--- src/rtl/seg7_to_hex_decoder_if.sv ---
// Result channel of the 7-segment to hex decoder.
// Handshake: hex_valid rises with the result and holds it steady until a clock edge sees
// hex_valid && hex_ready; that edge is the transfer. hex_ready is ignored while hex_valid is low.
interface seg7_to_hex_decoder_if;
   logic       hex_valid;
   logic       hex_ready;
   logic [3:0] hex_data;
   logic       hex_err;
   logic       hex_blank;

   modport master (output hex_valid, output hex_data, output hex_err, output hex_blank,
                   input hex_ready);
   modport slave  (input hex_valid, input hex_data, input hex_err, input hex_blank,
                   output hex_ready);
endinterface

--- src/rtl/seg7_to_hex_decoder.sv ---
// Recovers a hex digit from a debounced active-low 7-segment pattern and hands it over by valid/ready.
// Optional macro SEG7_DEC_ERRCNT_EN adds an 8-bit saturating count of accepted illegal patterns.
module seg7_to_hex_decoder #(
   parameter int STABLE_SAMPLES = 4,
   parameter int CNT_W          = 4
) (
   input  logic                        clk,
   input  logic                        reset,
   input  logic [6:0]                  seg_in,
   input  logic                        seg_strobe,
   seg7_to_hex_decoder_if.master       hex,
   output logic                        busy,
   output logic [1:0]                  state_dbg
`ifdef SEG7_DEC_ERRCNT_EN
   ,
   output logic [7:0]                  err_count
`endif
);

   typedef enum logic [1:0] {IDLE = 2'd0, SETTLE = 2'd1, PRESENT = 2'd2, HOLD = 2'd3} state_t;

   state_t           state_q, state_d;
   logic [6:0]       cand_q, cand_d;
   logic [6:0]       last_q, last_d;
   logic [CNT_W-1:0] cnt_q, cnt_d;
   logic [CNT_W:0]   cnt_inc;
   logic             valid_q, valid_d;
   logic [3:0]       data_q, data_d;
   logic             err_q, err_d;
   logic             blank_q, blank_d;
   logic             busy_q;
   logic [5:0]       dec;
   logic             accept;

   // Result encoding {err, blank, data}; anything not blank and not in the table is an error.
   function automatic logic [5:0] decode(input logic [6:0] s);
      case (s)
         7'b1000000: decode = 6'h00;
         7'b1111001: decode = 6'h01;
         7'b0100100: decode = 6'h02;
         7'b0110000: decode = 6'h03;
         7'b0011001: decode = 6'h04;
         7'b0010010: decode = 6'h05;
         7'b0000010: decode = 6'h06;
         7'b1111000: decode = 6'h07;
         7'b0000000: decode = 6'h08;
         7'b0011000: decode = 6'h09;
         7'b0001000: decode = 6'h0A;
         7'b0000011: decode = 6'h0B;
         7'b1000110: decode = 6'h0C;
         7'b0100001: decode = 6'h0D;
         7'b0000110: decode = 6'h0E;
         7'b0001110: decode = 6'h0F;
         7'b1111111: decode = 6'b01_0000;
         default:    decode = 6'b10_0000;
      endcase
   endfunction

   assign dec     = decode(cand_q);
   assign cnt_inc = {1'b0, cnt_q} + {{CNT_W{1'b0}}, 1'b1};
   assign accept  = valid_q && hex.hex_ready;

   always_ff @(posedge clk or posedge reset) begin
      if (reset) state_q <= IDLE;
      else       state_q <= state_d;
   end

   always_comb begin
      state_d = state_q;
      cand_d  = cand_q;
      last_d  = last_q;
      cnt_d   = cnt_q;
      valid_d = valid_q;
      data_d  = data_q;
      err_d   = err_q;
      blank_d = blank_q;
      case (state_q)
         IDLE: begin
            if (seg_strobe) begin
               cand_d  = seg_in;
               cnt_d   = {{(CNT_W-1){1'b0}}, 1'b1};
               state_d = SETTLE;
            end
         end
         SETTLE: begin
            if (seg_strobe) begin
               if (seg_in == cand_q) begin
                  cnt_d = cnt_inc[CNT_W-1:0];
                  if (cnt_inc == (CNT_W+1)'(STABLE_SAMPLES)) begin
                     err_d   = dec[5];
                     blank_d = dec[4];
                     data_d  = dec[3:0];
                     valid_d = 1'b1;
                     state_d = PRESENT;
                  end
               end else begin
                  cand_d = seg_in;
                  cnt_d  = {{(CNT_W-1){1'b0}}, 1'b1};
               end
            end
         end
         PRESENT: begin
            if (accept) begin
               valid_d = 1'b0;
               last_d  = cand_q;
               state_d = HOLD;
            end
         end
         HOLD: begin
            // Re-arm only on a pattern change so one digit is never reported twice in a row.
            if (seg_strobe && (seg_in != last_q)) begin
               cand_d  = seg_in;
               cnt_d   = {{(CNT_W-1){1'b0}}, 1'b1};
               state_d = SETTLE;
            end
         end
         default: state_d = IDLE;
      endcase
   end

   always_ff @(posedge clk or posedge reset) begin
      if (reset) begin
         cand_q  <= 7'h7F;
         last_q  <= 7'h7F;
         cnt_q   <= '0;
         valid_q <= 1'b0;
         data_q  <= 4'h0;
         err_q   <= 1'b0;
         blank_q <= 1'b0;
         busy_q  <= 1'b0;
      end else begin
         cand_q  <= cand_d;
         last_q  <= last_d;
         cnt_q   <= cnt_d;
         valid_q <= valid_d;
         data_q  <= data_d;
         err_q   <= err_d;
         blank_q <= blank_d;
         busy_q  <= (state_d == SETTLE) || (state_d == PRESENT);
      end
   end

`ifdef SEG7_DEC_ERRCNT_EN
   logic [7:0] err_cnt_q;
   always_ff @(posedge clk or posedge reset) begin
      if (reset)                                    err_cnt_q <= 8'h00;
      else if (accept && err_q && err_cnt_q != 8'hFF) err_cnt_q <= err_cnt_q + 8'h01;
   end
   assign err_count = err_cnt_q;
`endif

   assign hex.hex_valid = valid_q;
   assign hex.hex_data  = data_q;
   assign hex.hex_err   = err_q;
   assign hex.hex_blank = blank_q;
   assign busy          = busy_q;
   assign state_dbg     = state_q;

endmodule

--- src/flat_wrapper.sv ---
// flat-port wrapper written by rule: the top's interface ports become plain ports
module seg7_to_hex_decoder_flat 
#(
   parameter int STABLE_SAMPLES = 4,
   parameter int CNT_W          = 4
)
  (clk, reset, seg_in, seg_strobe, busy, state_dbg, hex_hex_valid, hex_hex_data, hex_hex_err, hex_hex_blank, hex_hex_ready);
  seg7_to_hex_decoder_if hex_i ();
  input  logic clk;
  input  logic reset;
  input  logic [6:0] seg_in;
  input  logic seg_strobe;
  output logic busy;
  output logic [1:0] state_dbg;
  output wire logic [$bits(hex_i.hex_valid)-1:0] hex_hex_valid;
  output wire logic [$bits(hex_i.hex_data)-1:0] hex_hex_data;
  output wire logic [$bits(hex_i.hex_err)-1:0] hex_hex_err;
  output wire logic [$bits(hex_i.hex_blank)-1:0] hex_hex_blank;
  input wire logic [$bits(hex_i.hex_ready)-1:0] hex_hex_ready;
  assign hex_hex_valid = hex_i.hex_valid;
  assign hex_hex_data = hex_i.hex_data;
  assign hex_hex_err = hex_i.hex_err;
  assign hex_hex_blank = hex_i.hex_blank;
  assign hex_i.hex_ready = hex_hex_ready;
  seg7_to_hex_decoder #(.STABLE_SAMPLES(STABLE_SAMPLES), .CNT_W(CNT_W)) u_core (.clk(clk), .reset(reset), .seg_in(seg_in), .seg_strobe(seg_strobe), .hex(hex_i), .busy(busy), .state_dbg(state_dbg));
endmodule
--- config.mk ---
export PLATFORM = sky130hd
export DESIGN_NAME = seg7_to_hex_decoder_flat
export DESIGN_NICKNAME = d
export VERILOG_FILES = /design/src/rtl/seg7_to_hex_decoder_if.sv /design/src/rtl/seg7_to_hex_decoder.sv /design/src/flat_wrapper.sv
export SDC_FILE = /design/constraint.sdc
export NUM_CORES = 1
export LEC_CHECK = 0
export ABC_AREA = 0
export CAP_MARGIN = 0
export CORE_MARGIN = 1
export CORE_UTILIZATION = 50
export CTS_BUF_LIST = sky130_fd_sc_hd__clkbuf_8 sky130_fd_sc_hd__clkbuf_16
export DETAILED_ROUTE_END_ITERATION = 10
export MAX_ROUTING_LAYER = met4
export PLACE_DENSITY = 0.73
export SLEW_MARGIN = 10
export SYNTH_ARGS = -nofsm -noshare
export SYNTH_HDL_FRONTEND = slang
export SYNTH_SLANG_ARGS = --single-unit
--- constraint.sdc ---
create_clock -name clk -period 2.47 [get_ports clk]
set_input_delay 0.741 -clock clk [delete_from_list [all_inputs] [get_ports clk]]
set_output_delay 0.741 -clock clk [all_outputs]
set_load 0.01 [all_outputs]
# Word-level counts from Yosys, hierarchy flattened
# Cells that the tools add are included.
[totals]
out_inout_bits = 10
in_bits = 11
register_bits = 28
word_cells = 76
[op_classes]
n_eq_ne = 31
add_sub_neg = 1
muxes = 23
reduce_logical = 12
[op_table]
columns = ["operator", "count"]
rows = [
  ["$pmux W6 S17", 1],
  ["$eq A7 B7 Y1 const B", 5],
  ["$mux W7", 4],
  ["$eq A7 B5 Y1 const B", 3],
  ["$eq A7 B6 Y1 const B", 3],
  ["$pmux W7 S3", 1],
  ["$mux W4", 4],
  ["$eq A7 B2 Y1 const B", 2],
  ["$eq A7 B4 Y1 const B", 2],
  ["$mux W2", 6],
  ["$pmux W4 S3", 1],
  ["$reduce_and A5 Y1", 2],
  ["$ne A2 B1 Y1 const B", 4],
  ["$pmux W2 S4", 1],
  ["$reduce_and A4 Y1", 2],
  ["$eq A7 B3 Y1 const B", 1],
  ["$eq A7 B7 Y1", 1],
  ["$logic_not A7 Y1", 1],
  ["$ne A7 B7 Y1", 1],
  ["$eq A2 B2 Y1 const B", 3],
  ["$ne A2 B2 Y1 const B", 3],
  ["$add A4 B1 Y5 const B", 1],
  ["$eq A5 B3 Y1 const B", 1],
  ["$eq A2 B1 Y1 const B", 2],
  ["8 further kinds", 12],
]

# Logic depth before layout (Yosys ltp)
# Gate-level depths: netlist of the first run.
[depth]
depth_word = 8
depth_mapped = 8
ltp_nobuf = 5

# Worst setup path after synthesis of the first run
# OpenSTA, ideal clock, no wires.
[synth_path]
path_kind = "input -> register"
start = "in seg_in[6]"
end = "reg u_core.blank_q, in the netlist u_core.hex.hex_blank"
t_arrival_ns = 2.268
setup_time_ns = 0.125
n_path_buf = 2
required_ns = 2.345
cell_stages = 7
path_slack_ns = 0.077
cell_sequence = "xnor2_1 -> nand4_1 -> or2_1 -> buf_6 -> or4b_4 -> buf_6 -> mux2_4"
[synth_between]
elab_chain_cells = 2
[synth_rtl]
columns = ["element", "line", "source"]
rows = [
  ["start: declaration", "flat_wrapper.sv:11", "input logic [6:0] seg_in;"],
  ["$eq A7 B7 Y1", "seg7_to_hex_decoder.sv:87", "if (seg_in == cand_q) begin"],
  ["$reduce_and A4 Y1 (no source line)", "n/a", ""],
  ["end signal: assignment", "seg7_to_hex_decoder.sv:138", "blank_q <= blank_d;"],
  ["end: declaration", "seg7_to_hex_decoder.sv:30", "logic blank_q, blank_d;"],
]
# No other way between the ends.
# A chain may end at the register's enable or synchronous reset.

# Worst setup path after layout of the first run
[layout_path]
start = "in seg_in[3]"
end = "reg u_core.data_q[3], in the netlist u_core.hex.hex_data[3]"
[layout_between]
elab_chain_cells = 2
[layout_rtl]
columns = ["element", "line", "source"]
rows = [
  ["$eq A7 B7 Y1", "seg7_to_hex_decoder.sv:87", ""],
  ["$reduce_and A4 Y1 (no source line)", "n/a", ""],
  ["end signal: assignment", "seg7_to_hex_decoder.sv:136", "data_q <= data_d;"],
  ["end: declaration", "seg7_to_hex_decoder.sv:28", "logic [3:0] data_q, data_d;"],
]
# No other way between the ends.

==> impl_metrics.ini, run 1 <==
[floorplanning]
die_area_um2 = 3700
pin_count = 21
die_w_um = 60.8
start_util_pct = 54.4
core-area_um2 = 3180
num_rows = 20
die_y_um = 60.8

[yosys]
ys_seq_area_share_pct = 41.5
syn-cell-area_um2 = 1730
avgSynthCellArea_um2 = 10.5
ys.flop_type = dfstp_2
ys_top_cells_by_area = dfstp_2 21%, dfrtp_1 20%, mux2_2 9.1%, xnor2_1 7.6%, mux2_4 4.3%
yosysWarningCount = 0
synth_edf_count = 0
ys_ff_latch = 28
synth_top_area_share_pct = 21.3
synth_nets = 177
synth_cells = 165
yosysTopAreaCell = dfstp_2
synthArstFlopShare_pct = 100
ys_types = 46

[run]
cap_violations = 0

[cts]
htreeDepth = 1
clock-sinks = 28
clkLatencyLatePin_ns = 0.27
cts_tree = yes
clk_pin_slew_worst_paths_ns = 0.09
numCtsBuffers = 3
cts_buffer_depth = 2
clockRootBuffer = clkbuf_8

[sta]
skew_ns = 0.00132
setup_ws_ns = 0.0814
fin_tns_setup_ns = 0
tightestPinTransition_ns = 0.420
relSlewSlack_pct = 71.6
post-route-period-util_pct = 96.7
fmax_ghz = 0.419
rsz0062_at_grt = false
drv_slew = 0
finalHoldViolCount = 0
period_minus_slack_ns = 2.39
setup_violations = 0

[drt]
num_vias = 1369
wl_um = 3780
dr.pass1.iters = 4
first_iter_violations = 59
ant_nets = 0
post-route-drc-count = 0
via_per_inst = 5.63
drt-wirelength-per-cell_um = 15.6

[finish]
area_delta_synth_final_pct = 24.1
layout-drive-gt1-share_pct = 32.7
nFillCells = 255
utilization_pct = 67.6
layout_common_cells = 23 x buf_4, 14 x mux2_2, 14 x dfrtp_1, 14 x dfstp_2
nets = 212
layout.cells.non_filler = 243
n_antenna_cell = 0
layout_commonest_cell = buf_4

[setup_path]
crit_type = input port to register
r2r-start = u_core.cand_q[6]
r2r_setup_slack_ns = 0.14
crit_chain = dlygate4sd2_1 -> xnor2_1 -> nand4_1 -> or2_1 -> or4b_4 -> mux2_4
slowest_stage = or4b_4
worst-r2r-cell-count = 5
critPathTopFamily = simple AND/OR/NAND/NOR gates
end_kind = register
path_buf_inv = 1
cp-start-kind = input port
regToRegEndpoint = u_core.hex.hex_data[3]
critical_path_arrival_ns = 2.55
max_stage_delay_ns = 0.60
required_ns = 2.63
crit_path_max_fanout = 7

[power]
peakVddDrop_v = 0.000251
totalPowerFinal_uw = 1020
p_clk_share_pct = 27.4
p_seq_share_pct = 50.0
p_sw_share_pct = 27.3
switchingPower_uw = 280
power.density_nw_per_um2 = 477
p_leak_uw = 0.000890
internal-power_uw = 745
p_comb_share_pct = 22.6

[grt]
antenna_found_initial = 0
grt_use_total_pct = 23.8
grt_pass1_vias = 1379
grt_overflow = 0
grt_pass1_wl_um = 6230
grt_max_degree = 29

[worst_hold_path]
hold_depth = 1
min_path_type = register to register
worstHoldStart = u_core.hex.hex_data[3]
holdPathEnd = u_core.hex.hex_data[3]

[placed_design]
dpl.hpwl_um = 2620
routabilityCongestion = 0.830
dp_cells = 232
place_ws_ns = -0.400
numPortBuffers = 20

[outcome]
outcome = complete, no violations
==> worst max-delay path by stage <==
stage	from	end	slack [ns]	cells after the start
after CTS	seg_in[6]	u_core.hex.hex_data[3]	0.006	6
after global placement	seg_in[0]	u_core.hex.hex_data[0]	-0.37	6
after global routing	seg_in[3]	u_core.hex.hex_blank	0.005	6
after floorplan	seg_in[6]	u_core.hex.hex_blank	0.08	7
final	seg_in[3]	u_core.hex.hex_data[3]	0.08	6
after detailed placement	seg_in[1]	u_core.hex.hex_data[1]	-0.40	6
==> stage by stage <==
stage / hold slack, ns / cell area [µm²]
floorplan: 0.475 / 1730
global placement: 0.488 / 2030
detailed placement: 0.502 / 2030
CTS: 0.528 / 2130
global route: 0.534 / 2150
finish: 0.525 / 2150
==> repair_timing <==
| action | in CTS | in global routing |
|---|---|---|
| setup endpoints to repair | 16 | 18 |
| pin swaps | 3 | 5 |
| hold buffers | 0 | 0 |
| cloned | 0 | 0 |
| gates resized for setup | 7 | 3 |
| buffers inserted | 7 | 0 |
==> sequential cells by signal (all words and copies together) (netlist names) <==
name,cells
u_core.cand_q,7
u_core.cnt_q,4
u_core.hex.hex_blank,1
u_core.hex.hex_valid,1
u_core.last_q,7
u_core.hex.hex_err,1
u_core.hex.hex_data,4
u_core.state_dbg,2
u_core.busy,1
==> cell type report <==
type	count	area, µm²	share of cell area, %
well taps	44	55.1	2.56
clock buffers	4	55.1	2.56
inverters	4	15.0	0.699
multi-input cells	120	936	43.6
flip-flops and latches	28	718	33.4
repair buffers	43	368	17.1
==> power groups by stage <==
| stage | logic [µW] | clock network, µW | registers [µW] |
|---|---|---|---|
| after global placement | 206 | 0 | 516 |
| after CTS | 226 | 284 | 511 |
| after detailed placement | 216 | 0 | 519 |
| after global routing | 255 | 300 | 515 |
| final | 231 | 281 | 513 |
| after floorplan | 151 | 0 | 512 |
==> worst register-to-register path, cell delays in order (launching register included) <==
cell and delay, ns:
dfstp_2 0.69, xnor2_1 0.16, nand4_1 0.16, or2_1 0.29
or4b_4 0.60, mux2_4 0.32
==> logic make-up (layout without fill, tap and decap cells) <==
logic type / Yosys count / after routing / share of synthesized area [%]
DFF: 28 / 28 / 41.5
adders and majority gates: 1 / 1 / 0.723
muxes: 22 / 22 / 15.3
buffers and inverters: 17 / 51 / 5.42
xor gates and xnor gates: 16 / 16 / 8.10
AOI/OAI and AO/OA: 24 / 24 / 9.62
and+or+nand+nor: 57 / 57 / 19.3
==> cells in the mapped netlist (2+ instances only) <==
master / instances
and2_1: 2
xnor2_1: 15
nand2b_1: 5
inv_1: 4
dfstp_2: 14
nand3b_1: 2
nor2b_1: 3
o21a_1: 2
nand2_1: 11
a21o_1: 2
clkbuf_1: 9
o31ai_1: 2
o211ai_1: 3
nor3_1: 7
nor2_1: 4
mux2_2: 14
or3_1: 2
dfrtp_1: 14
a21oi_1: 2
nand4_1: 3
mux2_1: 2
mux2_4: 5
buf_6: 4
nor4b_1: 2
o21ai_0: 5
nor3b_1: 2
nand3_1: 6
==> per-layer routing <==
metal,up-vias,GRT usage [%],routed length (µm)
met2,40,42.1,2010
met4,0,7.14,31
met3,4,2.56,161
li1,655,-,-
met5,-,-,0
met1,670,28.6,1580
Power figures use the tool's default switching activity.
==> run 2: changes to the inputs <==
- TNS_END_PERCENT: not set -> 100
==> results of run 2 <==
The final DEF is identical to that of run 1; final timing and power are the same.
==> run 3: changes to the inputs <==
- CORE_UTILIZATION: 50 -> 55
- HOLD_SLACK_MARGIN: not set -> 0.05
- PLACE_DENSITY: 0.73 -> 0.79
==> impl_metrics.ini, run 3 (synthesis results as in run 1) <==
[power]
p_clk_share_pct = 27.9
p_sw_share_pct = 27.5
internal-power_uw = 744
peakVddDrop_v = 0.000280
p_comb_share_pct = 22.4
p_seq_share_pct = 49.7
switchingPower_uw = 282
p_leak_uw = 0.000880
power.density_nw_per_um2 = 478

[sta]
finalHoldViolCount = 0
relSlewSlack_pct = 71.7
setup_violations = 0
skew_ns = 0.00252
setup_ws_ns = 0.0938
period_minus_slack_ns = 2.38
drv_slew = 0
tightestPinTransition_ns = 0.424
fmax_ghz = 0.421
post-route-period-util_pct = 96.2
rsz0062_at_grt = false

[cts]
numCtsBuffers = 3
clkLatencyLatePin_ns = 0.28
ctsHoldBuffers = 0
htreeDepth = 1
cts_buffer_depth = 2
clockRootBuffer = clkbuf_8
cts_tree = yes
clk_pin_slew_worst_paths_ns = 0.09
clock-sinks = 28

[finish]
layout.cells.non_filler = 242
layout-drive-gt1-share_pct = 32.5
nets = 213
nFillCells = 199
n_antenna_cell = 0
reg_top3 = u_core.cand_q (7), u_core.last_q (7)
layout_commonest_cell = buf_4
design_area_um2 = 2140
layout_common_cells = 23 x buf_4, 15 x xnor2_1, 14 x mux2_2, 14 x dfrtp_1, 14 x dfstp_2
area_delta_synth_final_pct = 23.9

[floorplanning]
pin_count = 21
num_rows = 19
die_area_um2 = 3370
die_y_um = 58.1
die_w_um = 58.1
core-area_um2 = 2880
start_util_pct = 60.2

[placed_design]
numPortBuffers = 20
placed_area_um2 = 2040
routabilityCongestion = 0.837
dpl.hpwl_um = 2610
place_ws_ns = -0.411
dp_cells = 232

[setup_path]
cp-start-kind = input port
r2r-start = u_core.cand_q[6]
crit_start = seg_in[1]
r2r_setup_slack_ns = 0.18
crit_path_max_fanout = 7
crit_type = input port to register
end_kind = register
critical_path_arrival_ns = 2.55
required_ns = 2.64
crit_path_end = u_core.hex.hex_data[1]
regToRegEndpoint = u_core.hex.hex_data[1]
worst-r2r-cell-count = 5

[drt]
drt-wirelength-per-cell_um = 14.9
dr.pass1.iters = 4
wl_um = 3600
ant_nets = 0
num_vias = 1362
post-route-drc-count = 0
via_per_inst = 5.63
first_iter_violations = 79

[grt]
grt_use_total_pct = 24.8
grt_pass1_wl_um = 6180
antenna_found_initial = 0
grt_overflow = 0
grt_max_degree = 29
grt_pass1_vias = 1336

[worst_hold_path]
min_path_type = register to register

[outcome]
outcome = complete, no violations

[run]
cap_violations = 0
-- run 3: cell count changes in the layout (fill, tap and decap cells not counted) --
| cell | delta |
|---|---|
| xnor2_2 | -2 |
| xnor2_1 | +2 |
| mux2i_1 | -1 |
| buf_6 | +1 |
| mux2i_2 | +1 |
-- run 3: area by class of cell --
cell class | instances | area, µm² | area share [%]
clock buffer | 4 | 55.1 | 2.57
inverter | 4 | 15.0 | 0.700
multi-input combinational | 120 | 925 | 43.1
sequential | 28 | 718 | 33.5
tap | 42 | 52.6 | 2.45
timing repair buffer | 44 | 379 | 17.7
-- run 3: per-layer routing --
metal / routed length (µm) / vias up / track usage [%]
met3: 137 / 9 / 4.02
met4: 61 / 0 / 9.52
met2: 1740 / 41 / 38.6
li1: - / 654 / -
met5: 0 / - / -
met1: 1660 / 658 / 32.5
-- run 3: power groups by stage --
stage	Sequential (µW)	Clock, µW	Combinational, µW
final	510	286	230
after global routing	513	311	249
after CTS	510	290	226
after detailed placement	518	0	220
after global placement	516	0	208
after floorplan	512	0	151
-- run 3: metrics by stage --
stage	util [%]	hold slack [ns]	power (µW)	setup TNS (ns)
2_1_floorplan	-	0.475	663	0
3_3_place_gp	70.9	0.486	724	-5.09
3_5_place_dp	70.9	0.509	738	-6.06
4_1_cts	74.2	0.530	1030	0
5_1_grt	74.6	0.542	1070	0
6_report	74.6	0.524	1030	0
-- run 3: worst max-delay path, stage by stage --
cell and delay (ns):
dlygate4sd2_1 0.27, xnor2_1 0.17, nand4_1 0.17, or2_1 0.27, or4b_4 0.61, mux2_4 0.33
-- run 3: worst min-delay path by stage --
stage	start	end	depth (start not counted)
finish	u_core.cnt_q[1]	u_core.cnt_q[1]	2
global route	u_core.hex.hex_err	u_core.hex.hex_err	1
CTS	u_core.cnt_q[1]	u_core.cnt_q[1]	2
detailed placement	u_core.cnt_q[1]	u_core.cnt_q[1]	2
global placement	u_core.cnt_q[1]	u_core.cnt_q[1]	2
floorplan	u_core.cnt_q[1]	u_core.cnt_q[1]	2
-- run 3: repair_timing --
item	in CTS	in global routing
resized for setup	7	3
buffers inserted	6	0
endpoints found under the setup margin	15	12
pin swaps	5	3
